===== src/rtl/alu_decoder_mext.sv =====
// alu_decoder_mext
//   ALU decoder with a registered valid/ready output stage. Decodes
//   Op/funct3/funct7/ALUOp into ALUControl for the RV32I ALU operations and,
//   when ENABLE_M=1, the RV32M operations. M-ops are held for MUL_CYCLES or
//   DIV_CYCLES before out_valid rises, and in_ready stays low meanwhile so that
//   the decode stage stalls on the multi-cycle unit.
//
// Ports
//   clk, rst    : rising-edge clock, synchronous active-high reset
//   in_valid    : decode request present
//   in_ready    : request accepted when in_valid & in_ready
//   Op          : instruction opcode (7)
//   funct3      : instruction funct3 (3)
//   funct7      : instruction funct7 (7)
//   ALUOp       : 00 add, 01 sub, 10 decode funct fields, 11 reserved
//   out_valid   : ALUControl/MDUSel/IllegalOp valid
//   out_ready   : consumer takes output when out_valid & out_ready
//   ALUControl  : decoded operation code, zero-extended to CTRL_W
//   MDUSel      : operation is an RV32M op
//   IllegalOp   : encoding not supported (ALUControl forced to ADD)
module alu_decoder_mext #(
    parameter int CTRL_W     = 5,
    parameter int ENABLE_M   = 1,
    parameter int MUL_CYCLES = 2,
    parameter int DIV_CYCLES = 33
) (
    input  logic              clk,
    input  logic              rst,
    input  logic              in_valid,
    output logic              in_ready,
    input  logic [6:0]        Op,
    input  logic [2:0]        funct3,
    input  logic [6:0]        funct7,
    input  logic [1:0]        ALUOp,
    output logic              out_valid,
    input  logic              out_ready,
    output logic [CTRL_W-1:0] ALUControl,
    output logic              MDUSel,
    output logic              IllegalOp
);

    localparam logic [4:0] C_ADD  = 5'b00000;
    localparam logic [4:0] C_SUB  = 5'b00001;
    localparam logic [4:0] C_AND  = 5'b00010;
    localparam logic [4:0] C_OR   = 5'b00011;
    localparam logic [4:0] C_XOR  = 5'b00100;
    localparam logic [4:0] C_SLT  = 5'b00101;
    localparam logic [4:0] C_SLL  = 5'b00110;
    localparam logic [4:0] C_SLTU = 5'b00111;
    localparam logic [4:0] C_SRL  = 5'b01000;
    localparam logic [4:0] C_SRA  = 5'b01001;

    localparam int MAX_LAT = (MUL_CYCLES > DIV_CYCLES) ? MUL_CYCLES : DIV_CYCLES;
    localparam int CNT_W   = (MAX_LAT > 2) ? $clog2(MAX_LAT) : 1;

    // WAIT is entered holding latency-2, so reaching zero means one more edge to FULL.
    localparam logic [CNT_W-1:0] MUL_INIT = CNT_W'((MUL_CYCLES > 1) ? MUL_CYCLES - 2 : 0);
    localparam logic [CNT_W-1:0] DIV_INIT = CNT_W'((DIV_CYCLES > 1) ? DIV_CYCLES - 2 : 0);

    typedef enum logic [1:0] {
        S_IDLE = 2'd0,
        S_FULL = 2'd1,
        S_WAIT = 2'd2
    } state_t;

    state_t           state_q;
    logic [CNT_W-1:0] cnt_q;
    logic [4:0]       ctrl_q;
    logic             mdu_q;
    logic             ill_q;

    logic [4:0] ctrl_d;
    logic       mdu_d;
    logic       ill_d;
    logic       is_m;
    logic       base_ill;
    logic       accept;
    logic       m_single;

    // Decode (combinational, registered on accept)
    assign is_m = (Op == 7'b0110011) && (funct7 == 7'b0000001);

    // Only evaluated for non-M encodings, so funct7=0000001 here is never a legal M-op.
    assign base_ill = (Op[5] && (funct7 != 7'h00) && (funct7 != 7'h20))
                   || ((funct7 == 7'h20) && (funct3 != 3'b000) && (funct3 != 3'b101))
                   || ((funct3 == 3'b001) && (funct7 != 7'h00));

    always_comb begin
        ctrl_d = C_ADD;
        mdu_d  = 1'b0;
        ill_d  = 1'b0;
        case (ALUOp)
            2'b00: ctrl_d = C_ADD;
            2'b01: ctrl_d = C_SUB;
            2'b10: begin
                if (is_m) begin
                    if (ENABLE_M != 0) begin
                        ctrl_d = {2'b10, funct3};
                        mdu_d  = 1'b1;
                    end else begin
                        ill_d  = 1'b1;
                    end
                end else if (base_ill) begin
                    ill_d = 1'b1;
                end else begin
                    case (funct3)
                        3'b000:  ctrl_d = (Op[5] && funct7[5]) ? C_SUB : C_ADD;
                        3'b001:  ctrl_d = C_SLL;
                        3'b010:  ctrl_d = C_SLT;
                        3'b011:  ctrl_d = C_SLTU;
                        3'b100:  ctrl_d = C_XOR;
                        3'b101:  ctrl_d = funct7[5] ? C_SRA : C_SRL;
                        3'b110:  ctrl_d = C_OR;
                        default: ctrl_d = C_AND;
                    endcase
                end
            end
            default: ill_d = 1'b1;
        endcase
    end

    assign in_ready = (state_q == S_IDLE) || ((state_q == S_FULL) && out_ready);
    assign accept   = in_valid && in_ready;

    // funct3[2] separates DIV/REM from MUL*.
    assign m_single = funct3[2] ? (DIV_CYCLES <= 1) : (MUL_CYCLES <= 1);

    // Output stage / occupancy FSM
    always_ff @(posedge clk) begin
        if (rst) begin
            state_q <= S_IDLE;
            cnt_q   <= '0;
            ctrl_q  <= '0;
            mdu_q   <= 1'b0;
            ill_q   <= 1'b0;
        end else if (accept) begin
            ctrl_q <= ctrl_d;
            mdu_q  <= mdu_d;
            ill_q  <= ill_d;
            if (!mdu_d || m_single) begin
                state_q <= S_FULL;
            end else begin
                state_q <= S_WAIT;
                cnt_q   <= funct3[2] ? DIV_INIT : MUL_INIT;
            end
        end else begin
            case (state_q)
                S_FULL: begin
                    if (out_ready) begin
                        state_q <= S_IDLE;
                    end
                end
                S_WAIT: begin
                    if (cnt_q == '0) begin
                        state_q <= S_FULL;
                    end else begin
                        cnt_q <= cnt_q - 1'b1;
                    end
                end
                default: state_q <= S_IDLE;
            endcase
        end
    end

    assign out_valid  = (state_q == S_FULL);
    assign ALUControl = CTRL_W'(ctrl_q);
    assign MDUSel     = mdu_q;
    assign IllegalOp  = ill_q;

endmodule


===== config.mk =====
export PLATFORM = sky130hd
export DESIGN_NAME = alu_decoder_mext
export DESIGN_NICKNAME = d
export VERILOG_FILES = /design/src/rtl/alu_decoder_mext.sv
export SDC_FILE = /design/constraint.sdc
export NUM_CORES = 1
export LEC_CHECK = 0
export BUFFER_PORTS_ARGS = -buffer_cell sky130_fd_sc_hd__buf_2
export CAP_MARGIN = 30
export CORE_MARGIN = 3
export CORE_UTILIZATION = 46
export DETAILED_ROUTE_END_ITERATION = 16
export GPL_ROUTABILITY_DRIVEN = 1
export GPL_TIMING_DRIVEN = 0
export PLACE_DENSITY = 0.73
export SLEW_MARGIN = 15
export SYNTH_ARGS = -nofsm -noshare
export SYNTH_HDL_FRONTEND = slang
export SYNTH_SLANG_ARGS = --single-unit

===== constraint.sdc =====
create_clock -name clk -period 3.1 [get_ports clk]
set_input_delay 0.93 -clock clk [delete_from_list [all_inputs] [get_ports clk]]
set_output_delay 0.93 -clock clk [all_outputs]
set_load 0.02 [all_outputs]

==> results.md <==
* Share of the synthesized area in the top cell type at 28.4%
* Vias at 1045
* CTS tree: built
* Starting density of the core at 49.3%
* Max-Cap Viols at 0
* Crit-path max cell delay at 0.53 ns
* Antenna Violating Nets Remaining at 0
* Die ar. at 2730 µm²
* Clk slew on worst S/H paths at 0.09 ns
* CTS Root Cell: clkbuf_4
* First DRT Iteration DRCs at 9
* Final setup violation count at 0
* DR WL/cell at 12.5 µm
* CP Depth at 7
* CORE AREA at 2000 µm²
* Pwr Density at 326 nW/µm²
* Post-CTS Setup Inserts at 0
* FILL cells at 204
* Worst Path Required at 3.27 ns
* Unrepaired setup endpoints after global routing: false
* Largest net degree at the start of global routing at 11
* Crit path cell chain: buf_2, or4b_4, nor4_4, a31oi_2, buf_6, a221oi_1, nor2_1
* Worst hold start: ALUControl[3]$_SDFFE_PP0P_
* DRC viols at 0
* CP top delay family: simple AND/OR/NAND/NOR gates
* Setup tns final at 0 ns
* Worst setup SP type: input port
* Yosys reg bits at 14
* Detailed Route WL at 2.33 mm
* Syn_nets at 153
* FFs w/ async S/R, synth at 0%
* FF-to-FF Start: state_q[0]$_SDFFE_PP0P_
* RePlAce Congestion at 0.810
* # H-tree levels at 1
* Cell taking the most area after synthesis: dfxtp_1
* Die Ht at 52.3 µm
* Peak VDD IR at 0.168 mV
* Critical-path top delay cell: or4b_4
* Top FF cell, synth: dfxtp_1
* Synthesized cell area at 986 µm²
* CP Class: input port to flip-flop
* Syn_area_per_cell at 7.89 µm²
* Multi-input gate area at 631 µm²
* Tmin final at 2.66 ns
* Netlist cell types at 40
* Total global routing overflow at 0
* Fin. Hold Viols at 0
* Worst Path Max Fanout at 10
* Clock Skew at 0.00140 ns
* Synth warnings at 0
* Drt first pass iters at 4
* Switching Fraction at 27.6%
* Lkg Pwr at 0.548 nW
* # IOs at 32
* Most common library cells after synthesis: 14 x dfxtp_1, 14 x nor2_1, 11 x a21oi_1
* Layout Nets at 188
* Final critical-path setup slack at 0.443 ns
* Slew HR at 43.6%
* Max Clk Rate at 0.376 GHz
* Hold Path Class: flip-flop to flip-flop
* Clock insertion delay at the later pin of the skew report at 0.29 ns
* Inserted Diodes at 0
* Die width at 52.3 µm
* CP bufs+invs at 2
* Reg2Reg Depth at 5
* Gr usage total at 18.4%
* RR Endpoint: ALUControl[1]$_SDFFE_PP0P_
* Gate power share at 18.8%
* Outcome: finished clean
* Worst-Margin Slew at 0.844 ns
* Top cells by area, synth: dfxtp_1 28%, ha_1 6.3%, a21oi_1 5.6%, nor2_1 5.3%, inv_1 3.8%
* Initial antenna violation count at 0
* Hold path depth at 2
* Register share of total power at 46.9%
* Clock power share at 34.3%
* First-pass GRT wire length at 3.86 mm
* Post_cts resized at 0
* R2R Setup Slk at 0.92 ns
* Post-Synthesis Cells at 125
* P&R area growth vs syn at 22.3%
* Hold EP: ALUControl[3]$_SDFFE_PP0P_
* Area taken by flip-flops and latches at 280 µm²
* Vias in the first global route at 972
* Final period util at 85.7%
* CTS Buffer Depth at 2
* Worst EP arrival at 2.82 ns
* Layout cells sized above 1 at 25.2%
* Row count at 16
* Crit end category: flip-flop
* HPWL after DPL at 1.88 mm
* EDFF count, synth at 0
* Register area share after synthesis at 28.4%
* Num CTS Buffers at 3
* Hold_buf cts at 0
* Int Pwr at 285 µW
* P_sw at 109 µW
* Fin. max-slew vios at 0
* Vias per cell at 5.62
* Clock sink count at 14
* Post-Place Worst Slack at 0.128 ns
* PortBufs at 30
==> placed cells by master (no fill, tap or decap), types with 4 or more instances in the layout <==
cell type / netlist / layout
a21oi_1: 11 / 11
buf_2: 0 / 30
clkbuf_1: 4 / 4
dfxtp_1: 14 / 14
ha_1: 5 / 5
inv_1: 10 / 10
nand2_1: 7 / 7
nor2_1: 14 / 14
nor2b_1: 4 / 4
o21ai_1: 4 / 4
o21bai_1: 4 / 4
or3_1: 5 / 5
==> worst max-delay path by stage <==
| stage | to | startpoint | slack (ns) |
|---|---|---|---|
| floorplan | cnt_q[5]$_SDFFE_PP0P_ | Op[3] | 0.41 |
| global placement | cnt_q[5]$_SDFFE_PP0P_ | Op[3] | 0.17 |
| detailed placement | cnt_q[5]$_SDFFE_PP0P_ | Op[3] | 0.13 |
| CTS | cnt_q[5]$_SDFFE_PP0P_ | Op[3] | 0.44 |
| global route | cnt_q[5]$_SDFFE_PP0P_ | funct7[1] | 0.31 |
| finish | cnt_q[5]$_SDFFE_PP0P_ | Op[3] | 0.44 |
==> power by group through the flow <==
| stage | registers [mW] | clock network (mW) | logic, mW |
|---|---|---|---|
| after floorplan | 0.191 | 0 | 0.0408 |
| after global placement | 0.188 | 0 | 0.0716 |
| after detailed placement | 0.188 | 0 | 0.0739 |
| after CTS | 0.184 | 0.136 | 0.0743 |
| after global routing | 0.185 | 0.147 | 0.0826 |
| final | 0.184 | 0.135 | 0.0739 |
==> kinds of logic after synthesis <==
logic type | synth area share [%]
flip-flops | 28.4
buffers and inverters | 7.61
AND/OR/NAND/NOR | 31.0
XOR/XNOR | 0.888
AO/OA/AOI/OAI | 24.7
adder cells (fa/ha/maj) | 6.35
multiplexers | 1.02
==> worst min-delay path: cells and delay by family (launching register included) <==
kind               cells  cell delay, ns
DFF                    1            0.32
and+or+nand+nor        1            0.05
AOI/OAI and AO/OA      1            0.05
==> registers in the layout, indices dropped and copies added (netlist names) <==
name	flops
cnt_q	6
ALUControl	5
state_q	2
IllegalOp	1
==> routing by layer <==
| layer | global-route usage, % | up-vias | wire length (µm) |
|---|---|---|---|
| met5 | 0 | - | 0 |
| met4 | 8.51 | 0 | 43 |
| met3 | 2.56 | 5 | 100 |
| met2 | 33.5 | 23 | 1190 |
| met1 | 20.7 | 491 | 999 |
| li1 | - | 526 | - |
==> stage by stage <==
step | cell area (µm²) | instances | power (mW) | hold slack (ns) | util [%]
floorplan | 986 | 125 | 0.232 | 0.446 | -
global placement | 1170 | 182 | 0.260 | 0.435 | 58.4
detailed placement | 1170 | 182 | 0.262 | 0.443 | 58.4
CTS | 1210 | 186 | 0.395 | 0.460 | 60.3
global route | 1210 | 186 | 0.415 | 0.494 | 60.3
finish | 1210 | 186 | 0.393 | 0.459 | 60.3
==> cell type report <==
class                           instances  share of cell area [%]
Multi-Input combinational cell         94                    52.3
Sequential cell                        14                    23.2
Timing Repair Buffer                   30                    12.4
Buffer                                  7                    3.11
Inverter                               10                    3.11
Clock buffer                            4                    3.01
Tap cell                               27                    2.80
No activity file was read; power rests on OpenSTA's default activity.
